--- src/rtl/refresh_scheduler_if.sv ---
// rtl/refresh_scheduler_if.sv - user-access and refresh-sequencer signal bundle
//
// Purpose: groups the user access strobes, the per-bank refresh handshake and
//          the scheduler status outputs into one bundle.
// Ports (signals):
//   u_we, u_re         user write/read enable
//   u_wbank, u_rbank   user write/read bank select
//   ref_done[7:0]      per-bank refresh-complete level
//   ref_start[7:0]     one-hot refresh start pulse
//   ref_active[7:0]    one-hot bank-under-refresh level
//   user_stall         user access collides with the bank under refresh
//   ref_ptr[2:0]       next or current bank to refresh
//   ref_overrun        sticky period overrun flag
//   ref_timeout        sticky done-timeout flag
// Modports: master = user/sequencer side, slave = scheduler.
interface refresh_scheduler_if;
  logic       u_we;
  logic       u_re;
  logic [2:0] u_wbank;
  logic [2:0] u_rbank;
  logic [7:0] ref_done;
  logic [7:0] ref_start;
  logic [7:0] ref_active;
  logic       user_stall;
  logic [2:0] ref_ptr;
  logic       ref_overrun;
  logic       ref_timeout;

  modport master (
    output u_we, u_re, u_wbank, u_rbank, ref_done,
    input  ref_start, ref_active, user_stall, ref_ptr, ref_overrun, ref_timeout
  );

  modport slave (
    input  u_we, u_re, u_wbank, u_rbank, ref_done,
    output ref_start, ref_active, user_stall, ref_ptr, ref_overrun, ref_timeout
  );
endinterface

--- src/rtl/refresh_scheduler.sv ---
// rtl/refresh_scheduler.sv - round-robin 8-bank refresh scheduler
//
// Purpose: issues one bank refresh every REF_PERIOD cycles, walking the banks
//          0..7 in order, deferring a start up to DEFER_MAX cycles while a
//          user access targets the bank, and waiting for that bank's done.
// Ports:
//   clk   sole clock, rising edge
//   rst   asynchronous active-low reset
//   bus   refresh_scheduler_if.slave (user strobes, ref_done in; ref_start,
//         ref_active, user_stall, ref_ptr, ref_overrun, ref_timeout out)
// Optional feature: define REF_TIMEOUT_EN to bound the BUSY wait to TIMEOUT
//          cycles and drive ref_timeout; undefined, BUSY waits indefinitely
//          and ref_timeout is tied low.
module refresh_scheduler #(
  parameter int REF_PERIOD = 4055,
  parameter int DEFER_MAX  = 8,
  parameter int TIMEOUT    = 255
) (
  input logic               clk,
  input logic               rst,
  refresh_scheduler_if.slave bus
);

  localparam int PW = (REF_PERIOD < 2) ? 1 : $clog2(REF_PERIOD);
  localparam int DW = (DEFER_MAX < 1) ? 1 : $clog2(DEFER_MAX + 1);

  typedef enum logic [2:0] {IDLE, ARM, START, BUSY, ADV} state_t;

  state_t        state, state_nxt;
  logic [PW-1:0] period_cnt;
  logic [DW-1:0] defer_cnt;
  logic          pending;
  logic          overrun;
  logic [2:0]    ptr;
  logic [7:0]    done_q;
  logic          tc;
  logic          conflict;
  logic          done_rise;
  logic          defer_full;
  logic          to_hit;

  assign tc         = (period_cnt == PW'(REF_PERIOD - 1));
  assign conflict   = (bus.u_we && (bus.u_wbank == ptr)) ||
                      (bus.u_re && (bus.u_rbank == ptr));
  // History clears to 0 on reset, so a level already high at release looks
  // like an edge; it is harmless because only BUSY acts on it.
  assign done_rise  = bus.ref_done[ptr] & ~done_q[ptr];
  assign defer_full = (defer_cnt == DW'(DEFER_MAX));

`ifdef REF_TIMEOUT_EN
  localparam int TW = (TIMEOUT < 2) ? 1 : $clog2(TIMEOUT);
  logic [TW-1:0] to_cnt;
  logic          timeout_q;

  // Fires on the BUSY cycle whose increment would reach TIMEOUT, so BUSY
  // lasts at most TIMEOUT cycles.
  assign to_hit = (to_cnt == TW'(TIMEOUT - 1));

  always_ff @(posedge clk or negedge rst) begin
    if (!rst) begin
      to_cnt    <= '0;
      timeout_q <= 1'b0;
    end else if (state == BUSY) begin
      if (to_hit) timeout_q <= 1'b1;
      to_cnt <= to_hit ? '0 : to_cnt + 1'b1;
    end else begin
      to_cnt <= '0;
    end
  end

  assign bus.ref_timeout = timeout_q;
`else
  assign to_hit          = 1'b0;
  assign bus.ref_timeout = 1'b0;
`endif

  always_comb begin
    state_nxt = state;
    case (state)
      // The terminal count itself counts as a request so that ARM follows
      // the terminal-count cycle directly.
      IDLE:  if (pending || tc) state_nxt = ARM;
      ARM:   if (!conflict || defer_full) state_nxt = START;
      START: state_nxt = BUSY;
      BUSY:  if (done_rise || to_hit) state_nxt = ADV;
      ADV:   state_nxt = IDLE;
      default: state_nxt = IDLE;
    endcase
  end

  always_ff @(posedge clk or negedge rst) begin
    if (!rst) begin
      state      <= IDLE;
      period_cnt <= '0;
      defer_cnt  <= '0;
      pending    <= 1'b0;
      overrun    <= 1'b0;
      ptr        <= 3'd0;
      done_q     <= 8'h00;
    end else begin
      state      <= state_nxt;
      period_cnt <= tc ? '0 : period_cnt + 1'b1;
      done_q     <= bus.ref_done;

      // START consumes the request; a terminal count in that same cycle
      // belongs to the next round.
      if (state == START) pending <= tc;
      else if (tc)        pending <= 1'b1;

      if (tc && pending && (state != START)) overrun <= 1'b1;

      if (state == START)                           defer_cnt <= '0;
      else if ((state == ARM) && (state_nxt == ARM)) defer_cnt <= defer_cnt + 1'b1;

      if (state == ADV) ptr <= ptr + 3'd1;
    end
  end

  assign bus.ref_start   = (state == START) ? (8'h01 << ptr) : 8'h00;
  assign bus.ref_active  = (state == BUSY)  ? (8'h01 << ptr) : 8'h00;
  assign bus.user_stall  = ((state == START) || (state == BUSY)) && conflict;
  assign bus.ref_ptr     = ptr;
  assign bus.ref_overrun = overrun;

endmodule

--- src/flat_wrapper.sv ---
// flat-port wrapper written by rule: the top's interface ports become plain ports
module refresh_scheduler_flat 
#(
  parameter int REF_PERIOD = 4055,
  parameter int DEFER_MAX  = 8,
  parameter int TIMEOUT    = 255
)
  (clk, rst, bus_u_we, bus_u_re, bus_u_wbank, bus_u_rbank, bus_ref_done, bus_ref_start, bus_ref_active, bus_user_stall, bus_ref_ptr, bus_ref_overrun, bus_ref_timeout);
  refresh_scheduler_if bus_i ();
  input logic clk;
  input logic rst;
  input wire logic [$bits(bus_i.u_we)-1:0] bus_u_we;
  input wire logic [$bits(bus_i.u_re)-1:0] bus_u_re;
  input wire logic [$bits(bus_i.u_wbank)-1:0] bus_u_wbank;
  input wire logic [$bits(bus_i.u_rbank)-1:0] bus_u_rbank;
  input wire logic [$bits(bus_i.ref_done)-1:0] bus_ref_done;
  output wire logic [$bits(bus_i.ref_start)-1:0] bus_ref_start;
  output wire logic [$bits(bus_i.ref_active)-1:0] bus_ref_active;
  output wire logic [$bits(bus_i.user_stall)-1:0] bus_user_stall;
  output wire logic [$bits(bus_i.ref_ptr)-1:0] bus_ref_ptr;
  output wire logic [$bits(bus_i.ref_overrun)-1:0] bus_ref_overrun;
  output wire logic [$bits(bus_i.ref_timeout)-1:0] bus_ref_timeout;
  assign bus_i.u_we = bus_u_we;
  assign bus_i.u_re = bus_u_re;
  assign bus_i.u_wbank = bus_u_wbank;
  assign bus_i.u_rbank = bus_u_rbank;
  assign bus_i.ref_done = bus_ref_done;
  assign bus_ref_start = bus_i.ref_start;
  assign bus_ref_active = bus_i.ref_active;
  assign bus_user_stall = bus_i.user_stall;
  assign bus_ref_ptr = bus_i.ref_ptr;
  assign bus_ref_overrun = bus_i.ref_overrun;
  assign bus_ref_timeout = bus_i.ref_timeout;
  refresh_scheduler #(.REF_PERIOD(REF_PERIOD), .DEFER_MAX(DEFER_MAX), .TIMEOUT(TIMEOUT)) u_core (.clk(clk), .rst(rst), .bus(bus_i));
endmodule
--- config.mk ---
export PLATFORM = sky130hd
export DESIGN_NAME = refresh_scheduler_flat
export DESIGN_NICKNAME = d
export VERILOG_FILES = /design/src/rtl/refresh_scheduler_if.sv /design/src/rtl/refresh_scheduler.sv /design/src/flat_wrapper.sv
export SDC_FILE = /design/constraint.sdc
export NUM_CORES = 1
export LEC_CHECK = 0
export BUFFER_PORTS_ARGS = -buffer_cell sky130_fd_sc_hd__buf_2
export CAP_MARGIN = 20
export CORE_MARGIN = 5
export CORE_UTILIZATION = 53
export CTS_CLUSTER_SIZE = 25
export DETAILED_ROUTE_END_ITERATION = 10
export HOLD_SLACK_MARGIN = 0.03
export PLACE_DENSITY = 0.83
export SETUP_SLACK_MARGIN = 0.15
export SLEW_MARGIN = 0
export SYNTH_ARGS = -nofsm -noshare
export SYNTH_HDL_FRONTEND = slang
export SYNTH_SLANG_ARGS = --single-unit
--- constraint.sdc ---
create_clock -name clk -period 2.5 [get_ports clk]
set_clock_uncertainty 0.1 [all_clocks]
set_input_delay 0.25 -clock clk [delete_from_list [all_inputs] [get_ports clk]]
set_output_delay 0.25 -clock clk [all_outputs]
set_load 0.02 [all_outputs]
==> results of run 1 <==
-- state kept, by name (all words and copies together), names as in the netlist --
name                    cells
u_core.period_cnt          12
u_core.done_q               8
u_core.defer_cnt            4
u_core.bus.ref_ptr          3
u_core.state                3
u_core.bus.ref_overrun      1
u_core.pending              1
-- metrics by stage --
step | total power, W | area [µm²]
final | 0.00161 | 2110
after global routing | 0.00173 | 2110
after CTS | 0.00161 | 2100
after detailed placement | 0.00129 | 1950
after global placement | 0.00128 | 1950
after floorplan | 0.00115 | 1750
-- worst max path at each step --
stage	cells after the start	from	to
floorplan	7	u_core.bus.ref_ptr[1]	u_core.defer_cnt[3]
global placement	5	u_core.bus.ref_ptr[0]	u_core.defer_cnt[3]
detailed placement	5	u_core.bus.ref_ptr[0]	u_core.defer_cnt[3]
CTS	5	u_core.bus.ref_ptr[0]	bus_user_stall
global route	5	u_core.bus.ref_ptr[2]	bus_user_stall
finish	5	u_core.bus.ref_ptr[2]	bus_user_stall
-- logic make-up (layout without fill, tap and decap cells) --
family | after synthesis | in the layout | share of synthesized area
xor gates and xnor gates | 14 | 14 | 0.0700
AOI/OAI and AO/OA | 27 | 27 | 0.106
muxes | 2 | 2 | 0.0121
adders and majority gates | 10 | 10 | 0.0714
buffers and inverters | 18 | 66 | 0.0507
and+or+nand+nor | 77 | 77 | 0.231
DFF | 32 | 32 | 0.457
other | 1 | 1 | 0.00214
-- power by group through the flow --
stage	sequential [W]	combinational [W]	clock, W
final	0.000691	0.000612	0.000305
after global routing	0.000707	0.000691	0.000336
after CTS	0.000686	0.000611	0.000314
after detailed placement	0.000696	0.000596	0
after global placement	0.000693	0.000583	0
after floorplan	0.000652	0.000495	0
-- final cells by class --
type | count | area [µm²] | share of cell area
Multi-Input combinational cell | 131 | 866 | 0.411
Sequential cell | 32 | 802 | 0.381
Timing Repair Buffer | 48 | 288 | 0.137
Clock buffer | 8 | 58.8 | 0.0279
Tap cell | 44 | 55.1 | 0.0261
Inverter | 10 | 37.5 | 0.0178
-- critical path, delay by kind of cell (launching register included) --
family	cells	cell delay, ns
DFF	1	0.61
xor gates and xnor gates	1	0.18
and+or+nand+nor	3	0.50
buffers and inverters	1	0.18
-- placed cells by master, fill, tap and decap left out, types with 7 or more instances in the layout --
master | Yosys | layout
and3_1 | 17 | 17
buf_2 | 2 | 38
dfrtp_1 | 32 | 31
dlygate4sd3_1 | 0 | 9
ha_1 | 10 | 10
inv_1 | 10 | 10
nand2_1 | 12 | 12
nand3_1 | 7 | 7
nor2_1 | 19 | 18
o21ai_0 | 8 | 8
xnor2_1 | 11 | 11
-- layer usage --
layer	GRT usage	vias up
met3	0.0532	11
li1	-	718
met1	0.204	674
met4	0.0582	0
met2	0.311	28
met5	0	-
-- what timing repair did --
action                     in CTS  in global routing
gates resized for setup         0                  2
hold endpoints to repair       40                  0
hold buffers                    9                  0
setup endpoints to repair       0                  2
==> run summary, run 1 <==
H-tree depth = 2
Top-count cell post-synth = dfrtp_1
Vias per inst = 5.24
Yosys cell types = 41
First-pass GRT wire length = 6160 µm
CTS tree = built
# port buffers = 38
Post-layout worst setup margin = 0.359 ns
Clk pin slew, worst setup/hold paths = 0.09 ns
Sink Count = 32
Congestion Overflow GR = 0
WHS Endpoint = u_core.defer_cnt[0]
Remaining antenna violation count after routing = 0
Area leader, netlist = dfrtp_1
GP Congestion = 0.769
Worst hold stages = 5
Slew margin rel. = 0.549
Non-filler cells, final = 273
DIE AREA = 4560 µm²
Ant. Diodes = 0
Utilization after layout = 0.679
Vias in the first global route = 1,438
Slack of the worst reg-to-reg path = 0.53 ns
Post CTS Setup Buffer Count = 0
Largest net degree at the start of global routing = 33
Final Critical Period = 2.14 ns
Yosys top cell area share = 0.457
Fillers = 279
Fmax = 467 MHz
Final Hold Vio Count = 0
# setup viols final = 0
Cell Area, Synth = 1750 µm²
Initial core utilization = 0.565
Routed len/inst = 13.2 µm
Critical path fanouts, max = 15
Pins over their slew limit = 0
Die Y-Extent = 67.5 µm
Crit end category = primary output
Vias = 1,431
FP Rows = 20
Final Cycle Share = 0.856
Max incr delay on CP = 0.61 ns
Share of post-route cells with drive strength above 1 = 0.227
Pre-antenna DRT Iters = 4
DP HPWL = 2630 µm
Main synth FF type = dfrtp_1
WL met1 = 1570 µm
DRT iter0 DRCs = 66
DP Cell Count = 256
Slowest CP cell = dfrtp_1
Avg Cell Area, Syn = 9.68 µm²
Chip width = 67.5 µm
Met2 Wirelength = 1820 µm
Setup TNS = 0 ns
Boundary Pins = 40
GRT Util Overall = 0.177
Synth Warn # = 0
Final Hold Slack = 0.255 ns
CP Class = reg -> out
Clock power share = 0.190
Root Driver = clkbuf_4
Leakage dissipation = 1.06 nW
Int Pwr = 0.000962 W
Sw Share = 0.402
WL met3 = 150 µm
Slew @ Worst Pin = 0.676 ns
Worst R2R End = u_core.defer_cnt[3]
Post-synthesis async set-or-reset flop share = 1.00
Area contributors post-synth = dfrtp_1, ha_1, and3_1
CTS max path bufs = 2
Core ar. = 3100 µm²
Pre-CTS WS = 0.478 ns
Routed wire length = 3610 µm
Switching pwr = 0.000646 W
Yosys reg bits = 32
Clock Latency Late Sink = 0.32 ns
Final Net Count = 256
Hold path start = bus_u_re
Most frequent cells after synthesis = dfrtp_1, nor2_1, and3_1, nand2_1, xnor2_1
Crit path required time = 2.15 ns
Highest routed layer = met4
R2r startpoint = u_core.bus.ref_ptr[2]
Hold crit path type = in -> reg
RSZ-0062 raised after global routing = false
Sequential area share after synthesis = 0.457
Initial antenna violation count = 0
Max Cap Viol = 0
Synthesized Nets = 209
Gate Count Post-Synth = 181
Setup crit start kind = flip-flop
Flop pwr share = 0.430
Pwr Density = 763 nW/µm²
VDD IR-drop max = 0.439 mV
Arrival @ worst endpoint = 1.79 ns
Combinational fraction of design power = 0.381
DR DRC count = 0
TritonCTS buffer count = 5
Number of enable flip-flop cells after synthesis = 0
Status = completed
CP Cell Sequence = xnor2_1 -> nand4_1 -> and2_1 -> nor2_1 -> buf_2
R2R cell count = 5
P&R area growth vs syn = 20.2%
No activity file was read; power rests on OpenSTA's default activity.
==> run 2, diff against run 1 <==
ABC_AREA = 1   (was default)
CORE_UTILIZATION = 54   (was 53)
==> run 2 against run 1 <==
  * Clock-buffer cell count is 2 lower
  * Sequential share of layout area is 3.0 points lower
  * Worst setup slack better by 0.065 ns
  * Cell count is 23% higher
  * Critical path depth is 2 higher
  * Fmax is 3.1% higher
  * Sequential power is 5.9% higher
  * First-iteration DRC count is 33% higher
  * Die area is 5.3% higher
  * Largest cell class unchanged
  * Critical endpoint unchanged
  * Hold slack better by 0.079 ns
  * Non-clock buffer count is 1 lower
  * Highest routed layer unchanged
  * Flip-flop and latch count stayed put
  * Critical path type unchanged
==> run summary, run 2 <==
Clock Latency Late Sink = 0.34 ns (was 0.32 ns)
DP Cell Count = 318 (was 256)
Congestion Overflow GR = 0 (unchanged)
Setup crit start kind = flip-flop (unchanged)
Boundary Pins = 40 (unchanged)
Max Cap Viol = 0 (unchanged)
Gate Count Post-Synth = 238 (was 181)
Largest registers = u_core.period_cnt (12), u_core.done_q (8), u_core.defer_cnt (4) (unchanged)
Fillers = 310 (was 279)
WHS Endpoint = u_core.defer_cnt[1] (was u_core.defer_cnt[0])
DR DRC count = 0 (unchanged)
Post-synthesis async set-or-reset flop share = 1.00 (unchanged)
Largest net degree at the start of global routing = 33 (unchanged)
Share of post-route cells with drive strength above 1 = 0.239 (was 0.227)
Arrival @ worst endpoint = 1.73 ns (was 1.79 ns)
Fmax = 482 MHz (was 467 MHz)
Crit end category = primary output (unchanged)
Clock power share = 0.199 (was 0.190)
Yosys cell types = 29 (was 41)
Slack of the worst reg-to-reg path = 0.91 ns (was 0.53 ns)
DIE AREA = 4800 µm² (was 4560 µm²)
Status = completed (unchanged)
Slew margin rel. = 0.529 (was 0.549)
Post-layout worst setup margin = 0.425 ns (was 0.359 ns)
Area contributors post-synth = dfrtp_1, nand2_1, ha_1 (was dfrtp_1, ha_1, and3_1)
Sequential area share after synthesis = 0.422 (was 0.457)
# setup viols final = 0 (unchanged)
Sink Count = 32 (unchanged)
CTS tree = built (unchanged)
Vias per inst = 4.89 (was 5.24)
Max reg flops = 12 (unchanged)
Synthesized Nets = 266 (was 209)
Int Pwr = 0.00107 W (was 0.000962 W)
Die Y-Extent = 69.3 µm (was 67.5 µm)
Worst hold stages = 7 (was 5)
Sw Share = 0.451 (was 0.402)
Clk pin slew, worst setup/hold paths = 0.11 ns (was 0.09 ns)
Final Critical Period = 2.08 ns (was 2.14 ns)
Placed instance area = 2120 µm² (was 1950 µm²)
Number of enable flip-flop cells after synthesis = 0 (unchanged)
Remaining antenna violation count after routing = 0 (unchanged)
Final Net Count = 316 (was 256)
Non-filler cells, final = 335 (was 273)
H-tree depth = 2 (unchanged)
Most frequent cells after synthesis = nand2_1, dfrtp_1, nor2_1, inv_1, nand3_1 (was dfrtp_1, nor2_1, and3_1, nand2_1, xnor2_1)
Top-count cell post-synth = nand2_1 (was dfrtp_1)
First-pass GRT wire length = 7170 µm (was 6160 µm)
Root Driver = clkbuf_4 (unchanged)
Routed wire length = 4060 µm (was 3610 µm)
Largest Register = u_core.period_cnt (unchanged)
Flop pwr share = 0.375 (was 0.430)
Worst R2R End = u_core.defer_cnt[0] (was u_core.defer_cnt[3])
CTS max path bufs = 2 (unchanged)
Pins over their slew limit = 0 (unchanged)
Combinational fraction of design power = 0.427 (was 0.381)
Most frequent cells in the layout = nand2_1, buf_2, dfrtp_1, nor2_1, inv_1 (was buf_2, dfrtp_1, nor2_1, and3_1, nand2_1)
DRT iter0 DRCs = 88 (was 66)
Leakage dissipation = 1.19 nW (was 1.06 nW)
Final Hold Vio Count = 0 (unchanged)
# port buffers = 38 (unchanged)
Chip width = 69.3 µm (was 67.5 µm)
Vias in the first global route = 1,556 (was 1,438)
Initial core utilization = 0.564 (was 0.565)
Pre-CTS WS = 0.659 ns (was 0.478 ns)
Cell Area, Synth = 1900 µm² (was 1750 µm²)
R2r startpoint = u_core.bus.ref_ptr[0] (was u_core.bus.ref_ptr[2])
Hold crit path type = in -> reg (unchanged)
Crit path required time = 2.15 ns (about the same)
Slew @ Worst Pin = 0.706 ns (was 0.676 ns)
Area leader, netlist = dfrtp_1 (unchanged)
CP Class = reg -> out (unchanged)
Yosys reg bits = 32 (unchanged)
Post-route cell area = 2280 µm² (was 2110 µm²)
RSZ-0062 raised after global routing = false (unchanged)
FP Rows = 21 (was 20)
Critical path fanouts, max = 11 (was 15)
Commonest non-fill, non-tap cell in the layout = nand2_1 (was buf_2)
Avg Cell Area, Syn = 7.97 µm² (was 9.68 µm²)
Final Hold Slack = 0.334 ns (was 0.255 ns)
VDD IR-drop max = 0.429 mV (was 0.439 mV)
Core ar. = 3360 µm² (was 3100 µm²)
R2R cell count = 9 (was 5)
Pre-antenna DRT Iters = 4 (unchanged)
Yosys top cell area share = 0.422 (was 0.457)
Setup TNS = 0 ns (unchanged)
Vias = 1,639 (was 1,431)
Synth Warn # = 0 (unchanged)
Ant. Diodes = 0 (unchanged)
Main synth FF type = dfrtp_1 (unchanged)
Hold path start = bus_u_we (was bus_u_re)
Pwr Density = 855 nW/µm² (was 763 nW/µm²)
Initial antenna violation count = 0 (unchanged)
GP Congestion = 0.874 (was 0.769)
Switching pwr = 0.000882 W (was 0.000646 W)
DP HPWL = 2880 µm (was 2630 µm)
Final Cycle Share = 0.830 (was 0.856)
TritonCTS buffer count = 5 (unchanged)
P&R area growth vs syn = 20.4% (was 20.2%)
GRT Util Overall = 0.186 (was 0.177)
Routed len/inst = 12.1 µm (was 13.2 µm)
[run 2: cell types whose count changed in the layout (fill, tap and decap cells not counted), moves of 5 or more]
cell and change:
and2_1 -5, nor3_2 +6, nor3_1 +5, nand3b_1 +9
and3_1 -17, nand3_1 +11, nand2_1 +43, inv_2 +6
inv_1 +17, xnor2_1 -10, nor2_1 +11
[run 2: power by group through the flow]
stage | logic [W] | registers, W | clock network [W]
2_1_floorplan | 0.000647 | 0.000711 | 0
3_3_place_gp | 0.000802 | 0.000732 | 0
3_5_place_dp | 0.000821 | 0.000737 | 0
4_1_cts | 0.000841 | 0.000730 | 0.000403
5_1_grt | 0.000952 | 0.000750 | 0.000419
6_report | 0.000834 | 0.000732 | 0.000388
[run 2: layout make-up]
cell class                 count  area (µm²)  share of cell area
clock buffer                   6        41.3              0.0181
clock inverter                 2        35.0              0.0153
sequential                    32         802               0.351
multi-input combinational    168         938               0.411
tap                           46        57.6              0.0252
timing repair buffer          47         280               0.123
inverter                      34         130              0.0570
[run 2: kinds of logic after synthesis]
| kind of cell | count (synthesis) | synth area share |
|---|---|---|
| adders and majority gates | 10 | 0.0660 |
| other | 1 | 0.00198 |
| and+or+nand+nor | 136 | 0.360 |
| DFF | 32 | 0.422 |
| xor gates and xnor gates | 4 | 0.0185 |
| AOI/OAI and AO/OA | 17 | 0.0482 |
| buffers and inverters | 38 | 0.0831 |
[run 2: routing by layer]
layer	up-vias	wire length, µm	GRT usage
met5	-	0	0
li1	859	-	-
met4	0	81	0.0716
met3	9	236	0.0609
met1	726	1790	0.235
met2	45	1950	0.294
[run 2: critical path, cell delays in order (launching register included)]
cell and delay (ns):
dfrtp_1 0.55, inv_2 0.15, nand2_1 0.08, nand2_1 0.05, nor2_1 0.08, nand2_1 0.10, a21boi_0 0.18, buf_2 0.19
[run 2: what timing repair did]
item	CTS	global route
setup buffers	0	0
gates resized for setup	0	1
setup endpoints to repair	0	1
hold endpoints to repair	40	0
hold buffers	9	0
[run 2: through the flow]
stage | power [W] | util
floorplan | 0.00136 | -
global placement | 0.00153 | 0.629
detailed placement | 0.00156 | 0.629
CTS | 0.00197 | 0.679
global route | 0.00212 | 0.679
finish | 0.00195 | 0.679
[run 2: worst max-delay path by stage]
stage                                startpoint        endpoint  slack [ns]
final                     u_core.bus.ref_ptr[0]  bus_user_stall        0.42
after global routing      u_core.bus.ref_ptr[0]  bus_user_stall        0.26
after CTS                 u_core.bus.ref_ptr[2]  bus_user_stall        0.26
after detailed placement  u_core.bus.ref_ptr[2]  bus_user_stall        0.66
after global placement    u_core.bus.ref_ptr[2]  bus_user_stall        0.75
after floorplan           u_core.bus.ref_ptr[0]  bus_user_stall        0.67
